## src/rtl/fuzz_sig_pkg.sv

```systemverilog
// Shared types and the MISR step for the fuzz-harness signature compactor.
// The step function works on a fixed 64-bit container, so SIG_W may not exceed SIG_MAX.
package fuzz_sig_pkg;

    typedef enum logic [1:0] {
        IDLE = 2'd0,
        RUN  = 2'd1,
        DONE = 2'd2
    } sig_state_t;

    localparam logic [31:0] DEFAULT_POLY = 32'h04C11DB7;
    localparam logic [31:0] DEFAULT_SEED = 32'hFFFFFFFF;
    localparam int unsigned SIG_MAX      = 64;

    // One MISR step on the low w bits: shift left, feed back POLY on MSB, inject f.
    function automatic logic [SIG_MAX-1:0] misr_step(
        input logic [SIG_MAX-1:0] sig,
        input logic [SIG_MAX-1:0] poly,
        input logic [SIG_MAX-1:0] f,
        input int unsigned        w
    );
        logic [SIG_MAX-1:0] mask;
        logic [SIG_MAX-1:0] res;
        logic [5:0]         msb_idx;
        mask    = {SIG_MAX{1'b1}} >> (SIG_MAX - w);
        msb_idx = 6'(w - 32'd1);
        res     = (sig << 1) ^ f;
        if (sig[msb_idx]) begin
            res = res ^ poly;
        end else begin
            res = res;
        end
        return res & mask;
    endfunction

endpackage

```

## src/rtl/sig_fold.sv

```systemverilog
// Combinational XOR fold of a wide bus into one SIG_W-bit word.
// The bus is zero-extended to a whole number of slices before folding.
module sig_fold
    import fuzz_sig_pkg::*;
#(
    parameter int WIDTH = 81,
    parameter int SIG_W = 32
) (
    input  logic [WIDTH-1:0] wire0,
    output logic [SIG_W-1:0] f
);

    localparam int NSLICE = (WIDTH + SIG_W - 1) / SIG_W;

    logic [NSLICE*SIG_W-1:0] ext;

    // Zero-extend and XOR all slices together.
    always_comb begin
        ext              = '0;
        ext[WIDTH-1:0]   = wire0;
        f                = '0;
        for (int i = 0; i < NSLICE; i++) begin
            f = f ^ ext[i*SIG_W +: SIG_W];
        end
    end

endmodule

```

## src/rtl/sig_compactor.sv

```systemverilog
// Multi-cycle signature compactor: folds wire0 each cycle into a MISR over a
// window of CYCLES samples, then holds the signature with done raised.
module sig_compactor
    import fuzz_sig_pkg::*;
#(
    parameter int               WIDTH  = 81,
    parameter int               SIG_W  = 32,
    parameter int               CYCLES = 16,
    parameter logic [SIG_W-1:0] POLY   = SIG_W'(DEFAULT_POLY),
    parameter logic [SIG_W-1:0] SEED   = SIG_W'(DEFAULT_SEED),
    parameter int               CNT_W  = $clog2(CYCLES + 1)
) (
    input  logic             clk,
    input  logic             rst,
    input  logic             start,
    input  logic [WIDTH-1:0] wire0,
    output logic [SIG_W-1:0] y,
    output logic             busy,
    output logic             done,
    output logic [CNT_W-1:0] count
);

    localparam logic [CNT_W-1:0] LAST = CNT_W'(CYCLES - 1);

    sig_state_t         state;
    logic [SIG_W-1:0]   f;
    logic [SIG_MAX-1:0] step_full;
    logic [SIG_W-1:0]   next_sig;

    sig_fold #(
        .WIDTH (WIDTH),
        .SIG_W (SIG_W)
    ) u_fold (
        .wire0 (wire0),
        .f     (f)
    );

    // Next MISR value from the current signature and this cycle's fold.
    always_comb begin
        step_full = misr_step(SIG_MAX'(y), SIG_MAX'(POLY), SIG_MAX'(f), SIG_W);
        next_sig  = step_full[SIG_W-1:0];
    end

    // Capture FSM with signature, sample counter and registered status flags.
    always_ff @(posedge clk) begin
        if (rst) begin
            state <= IDLE;
            y     <= '0;
            count <= '0;
            busy  <= 1'b0;
            done  <= 1'b0;
        end else begin
            case (state)
                IDLE, DONE: begin
                    if (start) begin
                        state <= RUN;
                        y     <= SEED;
                        count <= '0;
                        busy  <= 1'b1;
                        done  <= 1'b0;
                    end else begin
                        state <= state;
                    end
                end
                RUN: begin
                    // start is deliberately ignored: a window only ends on count or rst.
                    y     <= next_sig;
                    count <= count + CNT_W'(1);
                    if (count == LAST) begin
                        state <= DONE;
                        busy  <= 1'b0;
                        done  <= 1'b1;
                    end else begin
                        state <= RUN;
                    end
                end
                default: begin
                    state <= IDLE;
                    y     <= '0;
                    count <= '0;
                    busy  <= 1'b0;
                    done  <= 1'b0;
                end
            endcase
        end
    end

endmodule

```

## config.mk

```make
export PLATFORM = sky130hd
export DESIGN_NAME = sig_compactor
export DESIGN_NICKNAME = d
export VERILOG_FILES = /design/src/rtl/fuzz_sig_pkg.sv /design/src/rtl/sig_fold.sv /design/src/rtl/sig_compactor.sv
export SDC_FILE = /design/constraint.sdc
export NUM_CORES = 1
export LEC_CHECK = 0
export ABC_AREA = 1
export BUFFER_PORTS_ARGS = -buffer_cell sky130_fd_sc_hd__buf_4
export CORE_ASPECT_RATIO = 1.2
export CORE_MARGIN = 2
export CORE_UTILIZATION = 40
export DETAILED_ROUTE_END_ITERATION = 10
export PLACE_DENSITY = 0.72
export SYNTH_ARGS = -nofsm -noshare
export SYNTH_HDL_FRONTEND = slang
export SYNTH_SLANG_ARGS = --single-unit
```

## constraint.sdc

```tcl
create_clock -name clk -period 1.18 [get_ports clk]
set_clock_uncertainty 0.05 [all_clocks]
set_input_delay 0.177 -clock clk [delete_from_list [all_inputs] [get_ports clk]]
set_output_delay 0.177 -clock clk [all_outputs]
set_load 0.02 [all_outputs]
```

==> metrics.txt, run 1 <==
status=finished, violations left; failing checks=negative setup slack; CP Data Arrival Time=1430 ps; Total GRT Usage=19.8%; grt ovf=0; vias in the first global route=2846; CP Capture Type=register; hold_buf cts=0; vias=3138; syn nets=506; Finished Layout Cells=644; top cells by count, synth=94 x nand2_1, 57 x nand3_1, 56 x inv_1; multi-input logic area=1760 sq um; Setup CP Type=register to register; Combinational Power Share=37.1%; Final Critical Period=1230 ps; max incr delay on CP=360 ps; Synth warnings=0; Worst-path clk slew=80 ps; switch share=33.5%; wire per inst=12.2 microns; Yosys reg bits=41; Slew @ Worst Pin=264 ps; Power, Total=4410 uW; min-delay worst type=input port to register; initial antenna violation count=0; total CTS buffers=5; ant diodes=0; syn_area_per_cell=6.68 sq um; DRC errors left=0; global placer's final weighted congestion=0.777; Cell Area, Placed=3930 sq um; I/O Buffers=122; pwr dens=1050 nW/um^2; clk sinks=41; Clock Power Share=25.6%; Slew HR=82.4%; TNS Setup=-78.4 ps; hpwl dp=5880 microns; Final WS setup=-54.0 ps; CP max FO=2; Root Driver=clkbuf_8; DRT Pass-1 Iters=5; dpl ws=-16.9 ps; drt total wl=7830 microns; routed vias/inst=4.87; synth top area cells=dfxtp_1 29%, nand2_1 13%, xnor2_1 11%; DP Cell Count=633; Flop pwr share=37.3%; count of cell types in the netlist=27; Sw Pwr=1480 uW; H-tree levels=2; post-route ant nets=0; Clk Latency, worst-skew pair=290 ps; final hold vios=0; fillcell total=650; synthesis-to-layout area growth=49.8%; layout cell share with drive strength beyond 1=37.7%; Chip Height=95.7 microns; Initial Util=41.2%; largest net degree at the start of global routing=28; # rows=33; Int Power=2930 uW; num ports=123; Pins Over Slew Limit=0; startpoint types=register; period utilization=105%; first-pass GRT wire length=12200 microns; critical path cell sequence=ha_4 > inv_2 > nor3_2 > ha_1 > o22ai_2 > inv_1 > nor2_2; most numerous cell in the Yosys netlist=nand2_1; Post-Synthesis Cells=420; sequential area share after synthesis=29.3%; Core Area=6810 sq um; Worst EP required=1370 ps; CTS Buffer Depth=2; Synth top area share=29.3%; Die X=80.4 microns; post-synth top area cell=dfxtp_1; Static Leak=0.00207 uW; FMAX=0.810 GHz; NumNets Final=642; slowest CP cell=dfxtp_4; Mapped Area=2800 sq um; Post-synth ARST share=0%; Max Cap Viol=0; # setup viols final=3; Design Area, Final=4200 sq um; number of synthesized flops with an enable pin=0; Die ar.=7700 sq um; Post-synth top flop=dfxtp_1; RSZ-0062 raised after global routing=true; register area=840 sq um; peak supply drop=0.677 mV; CTS tree=done; 1st-iter DRT viols=90
-- worst paths after layout --
kind,cells after the start,start,slack (ps),end
setup / recovery,7,count[0]$_SDFFE_PP0P_,-50,count[4]$_SDFFE_PP0P_
setup reg to reg,7,count[0]$_SDFFE_PP0P_,-50,count[4]$_SDFFE_PP0P_
hold reg to reg,2,count[3]$_SDFFE_PP0P_,420,count[3]$_SDFFE_PP0P_
hold / removal,2,rst,100,count[4]$_SDFFE_PP0P_
-- stage by stage --
stage | hold slack [ps] | util, %
global placement | 408 | 57.6
CTS | 94.4 | 59.5
detailed placement | 414 | 57.6
global route | 100 | 61.6
finish | 98.9 | 61.6
floorplan | 186 | -
-- final cells by class --
cell class | instances | area share [%]
Timing Repair Buffer | 143 | 27.3
Tap cell | 87 | 2.59
Inverter | 60 | 5.54
Clock buffer | 5 | 1.64
Multi-Input combinational cell | 305 | 42.0
Sequential cell | 41 | 20.0
Clock inverter | 3 | 0.983
-- cells in the final DEF, fill, tap and decap left out, types with 2 or more instances in the layout --
master,Yosys,routed
a21oi_1,44,40
a21oi_2,0,4
buf_12,1,4
buf_4,1,134
buf_6,3,4
clkbuf_8,0,5
dfxtp_1,41,34
dfxtp_2,0,3
dfxtp_4,0,4
inv_1,56,54
inv_2,2,3
inv_4,2,3
nand2_1,94,92
nand2_2,0,2
nand2b_1,3,3
nand3_1,57,47
nand3_2,0,9
nor2_1,5,4
nor2_4,2,2
o21ai_0,17,14
o21ai_1,16,19
o21ai_2,4,4
or2_2,17,17
xnor2_1,34,34
xor2_1,7,4
xor2_2,0,3
-- state kept, by name (all words and copies together), names as in the netlist --
signal	flops
count	5
state	2
y	32
busy	1
done	1
-- layer usage --
| layer | global-route usage, % | share of wire, % |
|---|---|---|
| met5 | 0 | 0 |
| met1 | 23.1 | 41 |
| met3 | 3.85 | 7.1 |
| met2 | 37.2 | 51 |
| met4 | 4.52 | 0.87 |
-- power by group through the flow --
stage,Sequential (uW),Combinational [uW],Clock [uW]
after floorplan,1800,792,0
after global placement,1670,1500,0
after detailed placement,1670,1550,0
after CTS,1640,1560,1160
after global routing,1660,1820,1210
final,1650,1640,1130
-- worst max-delay path, delay by kind of cell (launching register included) --
kind	cells	cell delay, ps
buf+inv	2	120
flops	1	360
fa+ha+maj	2	450
compound gates	1	80
simple gates	2	130
-- logic make-up (layout without fill, tap and decap cells) --
kind of cell    count (synthesis)  count (layout)  synth area share, %
compound gates                 83              83                 15.8
flops                          41              41                 29.3
xor+xnor                       41              41                 12.8
fa+ha+maj                       2               2                0.892
buf+inv                        74             211                 12.4
simple gates                  179             179                 28.9
-- what timing repair did --
item / CTS / global route
setup buffers: 1 / 2
resized for setup: 4 / 33
endpoints found under the setup margin: 13 / 24
pin swaps: 0 / 21
Note: power is estimated with default switching activity, not from simulation.
==> run 2: changes to the inputs <==
ABC_AREA = 0   (was 1)
CORE_ASPECT_RATIO = not set   (was 1.2)
HOLD_SLACK_MARGIN = 0.02   (was not set)
PLACE_DENSITY = 0.73   (was 0.72)
==> run 2 against run 1 <==
Critical path depth decreased by 1. Critical endpoint is now state[0]$_SDFFE_PP0P_. The run still ends with negative setup slack left. Flip-flop and latch count unchanged. First-iteration DRC count decreased by 46%. Clock-buffer cell count increased by 2. Worst setup slack got worse by 35 ps. Largest cell class unchanged. Via count decreased by 24%. Global-route usage decreased by 1.4 points. Critical path type unchanged. Utilization increased by 1.0 points. Die area decreased by 6.6%. Wire length decreased by 11%.
==> metrics.txt, run 2 <==
Post-Synthesis Cells=270 (-36%); Final Critical Period=1270 ps (+34.8 ps); CP Capture Type=register; Worst EP required=1340 ps (-30 ps); NumNets Final=489 (-24%); count of cell types in the netlist=33 (+22%); Core Area=6310 sq um (-7.3%); total CTS buffers=5 (unchanged); Max Cap Viol=0 (unchanged); # setup viols final=5 (+2); critical path cell sequence=ha_4 > and3_4 > ha_4 > nor2_2 > a21oi_1 > nor2_1; final hold vios=0 (unchanged); Worst path most repeated cell=ha_4; Total GRT Usage=18.4% (-1.4 points); worst hold path depth=2 (unchanged); WP depth=6 (-1); max incr delay on CP=360 ps (about the same); period utilization=108% (+2.9 points); top cells by count, synth=50 x xnor2_1, 41 x dfxtp_1, 28 x nor2_1; commonest non-fill, non-tap cell in the layout=buf_4; multi-input logic area=1770 sq um (+0.43%); biggest registers after layout=y x32, count x5, state x2; DRT Pass-1 Iters=4 (-1); number of flip-flops under the largest register name=32 (unchanged); Yosys reg bits=41 (unchanged); pwr dens=1160 nW/um^2 (+10%); CP Data Arrival Time=1430 ps (about the same); most frequent cells in the layout=136 x buf_4, 43 x xnor2_1, 27 x nor2_1; drt total wl=7000 microns (-11%); sequential area share after synthesis=31.4% (+2.2 points); dpl ws=-70.7 ps (-53.8 ps); Setup CP Type=register to register; Post-synth top flop=dfxtp_1; grt ovf=0 (unchanged); first-pass GRT wire length=10800 microns (-12%); Synth top area share=31.4% (+2.2 points); FMAX=0.788 GHz (-2.7%); num ports=123 (unchanged); most numerous cell in the Yosys netlist=xnor2_1; synthesis-to-layout area growth=51.5%; peak supply drop=0.674 mV (-0.43%); initial antenna violation count=0 (unchanged); syn_area_per_cell=9.67 sq um (+45%); H-tree levels=2 (unchanged); Die X=84.8 microns (+5.4%); Mapped Area=2610 sq um (-6.9%); R2R Setup Slk=-90 ps (-30 ps); global placer's final weighted congestion=0.780 (+0.36%); Root Driver=clkbuf_8; synth top area cells=dfxtp_1 31%, xnor2_1 17%, xnor2_2 8.7%; CP max FO=3 (+1); layout cell share with drive strength beyond 1=51.0% (+13 points); Die ar.=7190 sq um (-6.6%); hpwl dp=5180 microns (-12%); startpoint types=register; register area=853 sq um (+1.6%); Post-synth ARST share=0% (unchanged); Chip Height=84.8 microns (-11%); Static Leak=0.00177 uW (-14%); FF-to-FF path depth=6 (-1); 1st-iter DRT viols=49 (-46%); CTS Buffer Depth=2 (unchanged); syn nets=356 (-30%); clk sinks=41 (unchanged); status=finished, violations left; Final WS setup=-88.8 ps (-34.8 ps); Pins Over Slew Limit=0 (unchanged); min-delay worst type=input port to register; ant diodes=0 (unchanged); vias in the first global route=2348 (-17%); I/O Buffers=122 (unchanged); post-route ant nets=0 (unchanged); slowest CP cell=dfxtp_4; CTS tree=done; routed vias/inst=4.95 (+1.5%); wire per inst=14.6 microns (+20%); failing checks=negative setup slack; vias=2380 (-24%); TNS Setup=-258 ps (-179 ps); Worst-path clk slew=80 ps (about the same); fillcell total=545 (-16%); Initial Util=41.4% (+0.20 points); RSZ-0062 raised after global routing=true; DRC errors left=0 (unchanged); Slew HR=77.9% (-4.5 points); Synth warnings=0 (unchanged); CP delay by family, top=simple AND/OR/NAND/NOR gates; # rows=29 (-12%); Top reg by flops=y; number of synthesized flops with an enable pin=0 (unchanged); post-synth top area cell=dfxtp_1; Buf/Inv on CP=0 (-2); Slew @ Worst Pin=331 ps (+66.7 ps); largest net degree at the start of global routing=31 (+11%); Clk Latency, worst-skew pair=290 ps (about the same)
-- run 2: cell count changes after synthesis, sizes merged, moves of 9 or more --
cell   change
a21oi     -37
o21a      +14
nor2      +21
inv       -58
or2       -16
nand3     -56
nor3      +28
nand2     -92
xnor2     +30
o21ai     -26
o22ai      +9
-- run 2: logic make-up (layout without fill, tap and decap cells) --
logic type               count (synthesis)  count (layout)  share of synthesized area [%]
AO/OA/AOI/OAI                           53              53                           13.1
XOR/XNOR                                86              86                           37.1
adder cells (fa/ha/maj)                  2               2                          0.958
buffers and inverters                   21             155                           4.70
flip-flops                              41              41                           31.4
AND/OR/NAND/NOR                         67              67                           12.7
-- run 2: stage by stage --
| step | utilization (%) | power (uW) | hold slack (ps) | cell area, sq um | instances |
|---|---|---|---|---|---|
| after floorplan | - | 2960 | 195 | 2670 | 270 |
| after global placement | 59.3 | 3620 | 407 | 3740 | 469 |
| after detailed placement | 59.3 | 3650 | 413 | 3740 | 469 |
| after CTS | 60.8 | 4570 | 104 | 3840 | 479 |
| after global routing | 62.7 | 4840 | 102 | 3960 | 481 |
| final | 62.7 | 4590 | 103 | 3960 | 481 |
-- run 2: cell type report --
class / instances / area share, %
Clock buffer: 7 / 1.93
Multi-Input combinational cell: 208 / 44.7
Timing Repair Buffer: 145 / 29.0
Inverter: 2 / 0.190
Sequential cell: 41 / 21.6
Tap cell: 77 / 2.44
Clock inverter: 1 / 0.127
-- run 2: worst paths after layout --
check / from / to
setup / recovery: count[1]$_SDFFE_PP0P_ / state[0]$_SDFFE_PP0P_
hold / removal: rst / y[9]$_SDFFE_PP0P_
setup reg to reg: count[1]$_SDFFE_PP0P_ / state[0]$_SDFFE_PP0P_
hold reg to reg: done$_SDFFE_PP0P_ / done$_SDFFE_PP0P_
-- run 2: timing repair --
action                                  CTS  global route
hold buffers                              0             0
setup buffers                             2             2
resized for setup                         1            26
endpoints found under the setup margin   14            38
gates cloned                              0             0
pin swaps                                12            15
-- run 2: routing by layer --
metal	vias to the layer above	GRT usage [%]	wire length [microns]
li1	1183	-	-
met1	1092	22.5	2790
met2	100	32.6	3630
met3	5	5.31	540
met4	0	3.03	39
met5	-	0	0
-- run 2: report_power, final --
group	switching [uW]	total (uW)	internal, uW	leakage, uW
clock network	482	897	416	0.0000422
registers	154	1700	1550	0.000347
logic	854	1990	1130	0.00138
total	1490	4590	3100	0.00177
-- run 2: worst register-to-register path: stages, from the launching register on --
cell and delay, ps:
dfxtp_4 360, ha_4 160, and3_4 180, ha_4 170, nor2_2 110, a21oi_1 50, nor2_1 120
==> run 3: changes to the inputs <==
CTS_CLUSTER_DIAMETER = 60   (was not set)
PLACE_DENSITY = 0.7   (was 0.73)
clock period = 1.3 ns   (was 1.18 ns; I/O delays follow)
==> run 3 against run 2 <==
Clock power is 8.1% lower. Cell count is 2.1% lower. Combinational power is 15% lower. Register-to-register slack better by 110 ps. Total power is 12% lower. Highest routed layer unchanged. The run now ends clean. Largest power group unchanged. Sequential power is 10% lower. Wire length is 5.7% lower. Via count is 1.6% lower. Clock-buffer cell count is 1 higher. Sequential share of layout area is 0.63 points higher. Critical path depth is 1 lower. Die area stayed put.
==> metrics.txt, run 3 (same netlist as run 2, synthesis figures left out) <==
biggest registers after layout=y x32, count x5, state x2; hpwl dp=5000 microns (-3.5%); Pins Over Slew Limit=0 (unchanged); Total GRT Usage=18.4% (+0.035 points); DRC errors left=0 (unchanged); Worst-path clk slew=80 ps (about the same); # rows=29 (unchanged); grt ovf=0 (unchanged); CTS tree=done; period utilization=98.2% (-9.3 points); Power, Total=4060 uW (-12%); Slew HR=77.7% (-0.16 points); global placer's final weighted congestion=0.821 (+5.3%); Worst path most repeated cell=ha_4; Final WS setup=23.1 ps (+112 ps); Final Critical Period=1280 ps (+8.16 ps); CP max FO=3 (unchanged); final hold vios=0 (unchanged); Core Area=6310 sq um (unchanged); Worst EP required=1430 ps (+90 ps); Static Leak=0.00167 uW (-5.8%); synthesis-to-layout area growth=44.2%; critical path cell sequence=ha_4 > and3_4 > ha_4 > o32a_1 > nor2_1; Top reg by flops=y; status=complete, no violations; DP Cell Count=462 (-1.5%); vias=2342 (-1.6%); FMAX=0.783 GHz (-0.64%); Root Driver=clkbuf_8; drt total wl=6600 microns (-5.7%); num ports=123 (unchanged); 1st-iter DRT viols=31 (-37%); Cell Area, Placed=3640 sq um (-2.6%); initial antenna violation count=0 (unchanged); Max Cap Viol=0 (unchanged); Initial Util=41.4% (unchanged); RSZ-0062 raised after global routing=true; pwr dens=1080 nW/um^2 (-7.1%); clk sinks=41 (unchanged); I/O Buffers=122 (unchanged); Clk Latency, worst-skew pair=290 ps (about the same); Setup CP Type=register to register; # setup viols final=0 (-5); routed vias/inst=4.97 (+0.49%); Design Area, Final=3760 sq um (-4.8%); max incr delay on CP=360 ps (about the same); most frequent cells in the layout=133 x buf_4, 50 x xnor2_1, 35 x dfxtp_1; DRT Pass-1 Iters=4 (unchanged); slowest CP cell=dfxtp_4; ant diodes=0 (unchanged); total CTS buffers=5 (unchanged); wire per inst=14.0 microns (-3.7%); commonest non-fill, non-tap cell in the layout=buf_4; CP Data Arrival Time=1410 ps (-20 ps); fillcell total=599 (+9.9%); peak supply drop=0.511 mV (-24%); layout cell share with drive strength beyond 1=43.7% (-7.3 points); post-route ant nets=0 (unchanged); min-delay worst type=input port to register; CTS Buffer Depth=2 (unchanged); CP Capture Type=register; Die ar.=7190 sq um (unchanged); Chip Height=84.8 microns (unchanged); TNS Setup=0 ps (+258 ps); NumNets Final=479 (-2.0%); number of flip-flops under the largest register name=32 (unchanged); H-tree levels=2 (unchanged); Slew @ Worst Pin=333 ps (+2.41 ps); vias in the first global route=2264 (-3.6%); Finished Layout Cells=471 (-2.1%); first-pass GRT wire length=10800 microns (+0.39%); startpoint types=register; dpl ws=-4.90 ps (+65.8 ps); Die X=84.8 microns (unchanged); largest net degree at the start of global routing=31 (unchanged)
==> run 3: changes by cell type in the layout (fill, tap and decap cells not counted), moves of 3 or more <==
| cell | previous run | this run |
|---|---|---|
| xnor2_1 | 43 | 50 |
| xnor2_2 | 21 | 14 |
| dfxtp_2 | 14 | 3 |
| buf_6 | 6 | 0 |
| dfxtp_1 | 23 | 35 |
| buf_4 | 136 | 133 |
==> run 3: path summary, 6_finish.rpt <==
path              slack (ps)               endpoint  cells past startpoint                   from
hold reg to reg          440      done$_SDFFE_PP0P_                      2      done$_SDFFE_PP0P_
setup / recovery          20  count[4]$_SDFFE_PP0P_                      5  count[1]$_SDFFE_PP0P_
setup reg to reg          20  count[4]$_SDFFE_PP0P_                      5  count[1]$_SDFFE_PP0P_
hold / removal           100     y[15]$_SDFFE_PP0P_                      2                    rst
==> run 3: layout make-up <==
type / instances / area [sq um] / share of cell area (%)
inverters: 2 / 7.51 / 0.199
well taps: 77 / 96.3 / 2.56
repair buffers: 135 / 1040 / 27.6
clock buffers: 8 / 80.1 / 2.13
flip-flops and latches: 41 / 836 / 22.2
multi-input cells: 208 / 1710 / 45.3
==> run 3: report_power, final <==
group	switching (uW)	total [uW]	internal [uW]	leakage [uW]
registers	139	1530	1390	0.000344
logic	738	1700	961	0.00129
clock network	441	824	382	0.0000395
==> run 3: through the flow <==
stage          util (%)  hold WS, ps
2_1_floorplan         -          216
3_3_place_gp       57.7          408
3_5_place_dp       57.7          411
4_1_cts            59.0         97.4
5_1_grt            59.6         96.0
6_report           59.6          104
==> run 3: what timing repair did <==
action / CTS / global route
setup endpoints to repair: 1 / 11
buffers inserted: 0 / 1
hold buffers: 0 / 0
resized for setup: 0 / 9
pin swaps: 0 / 2
==> run 3: layer usage <==
metal  vias to the layer above  global-route usage (%)  share of wire (%)
met4                         0                    3.03               0.62
li1                       1162                       -                  -
met1                      1081                    24.0                 44
met3                         5                    5.80                8.3
met2                        94                    30.6                 47
met5                         -                       0                  0
==> run 3: critical path, delay by kind of cell (launching register included) <==
family	cells	cell delay, ps
DFF	1	360
adders and majority gates	2	410
AOI/OAI and AO/OA	1	130
and+or+nand+nor	2	220
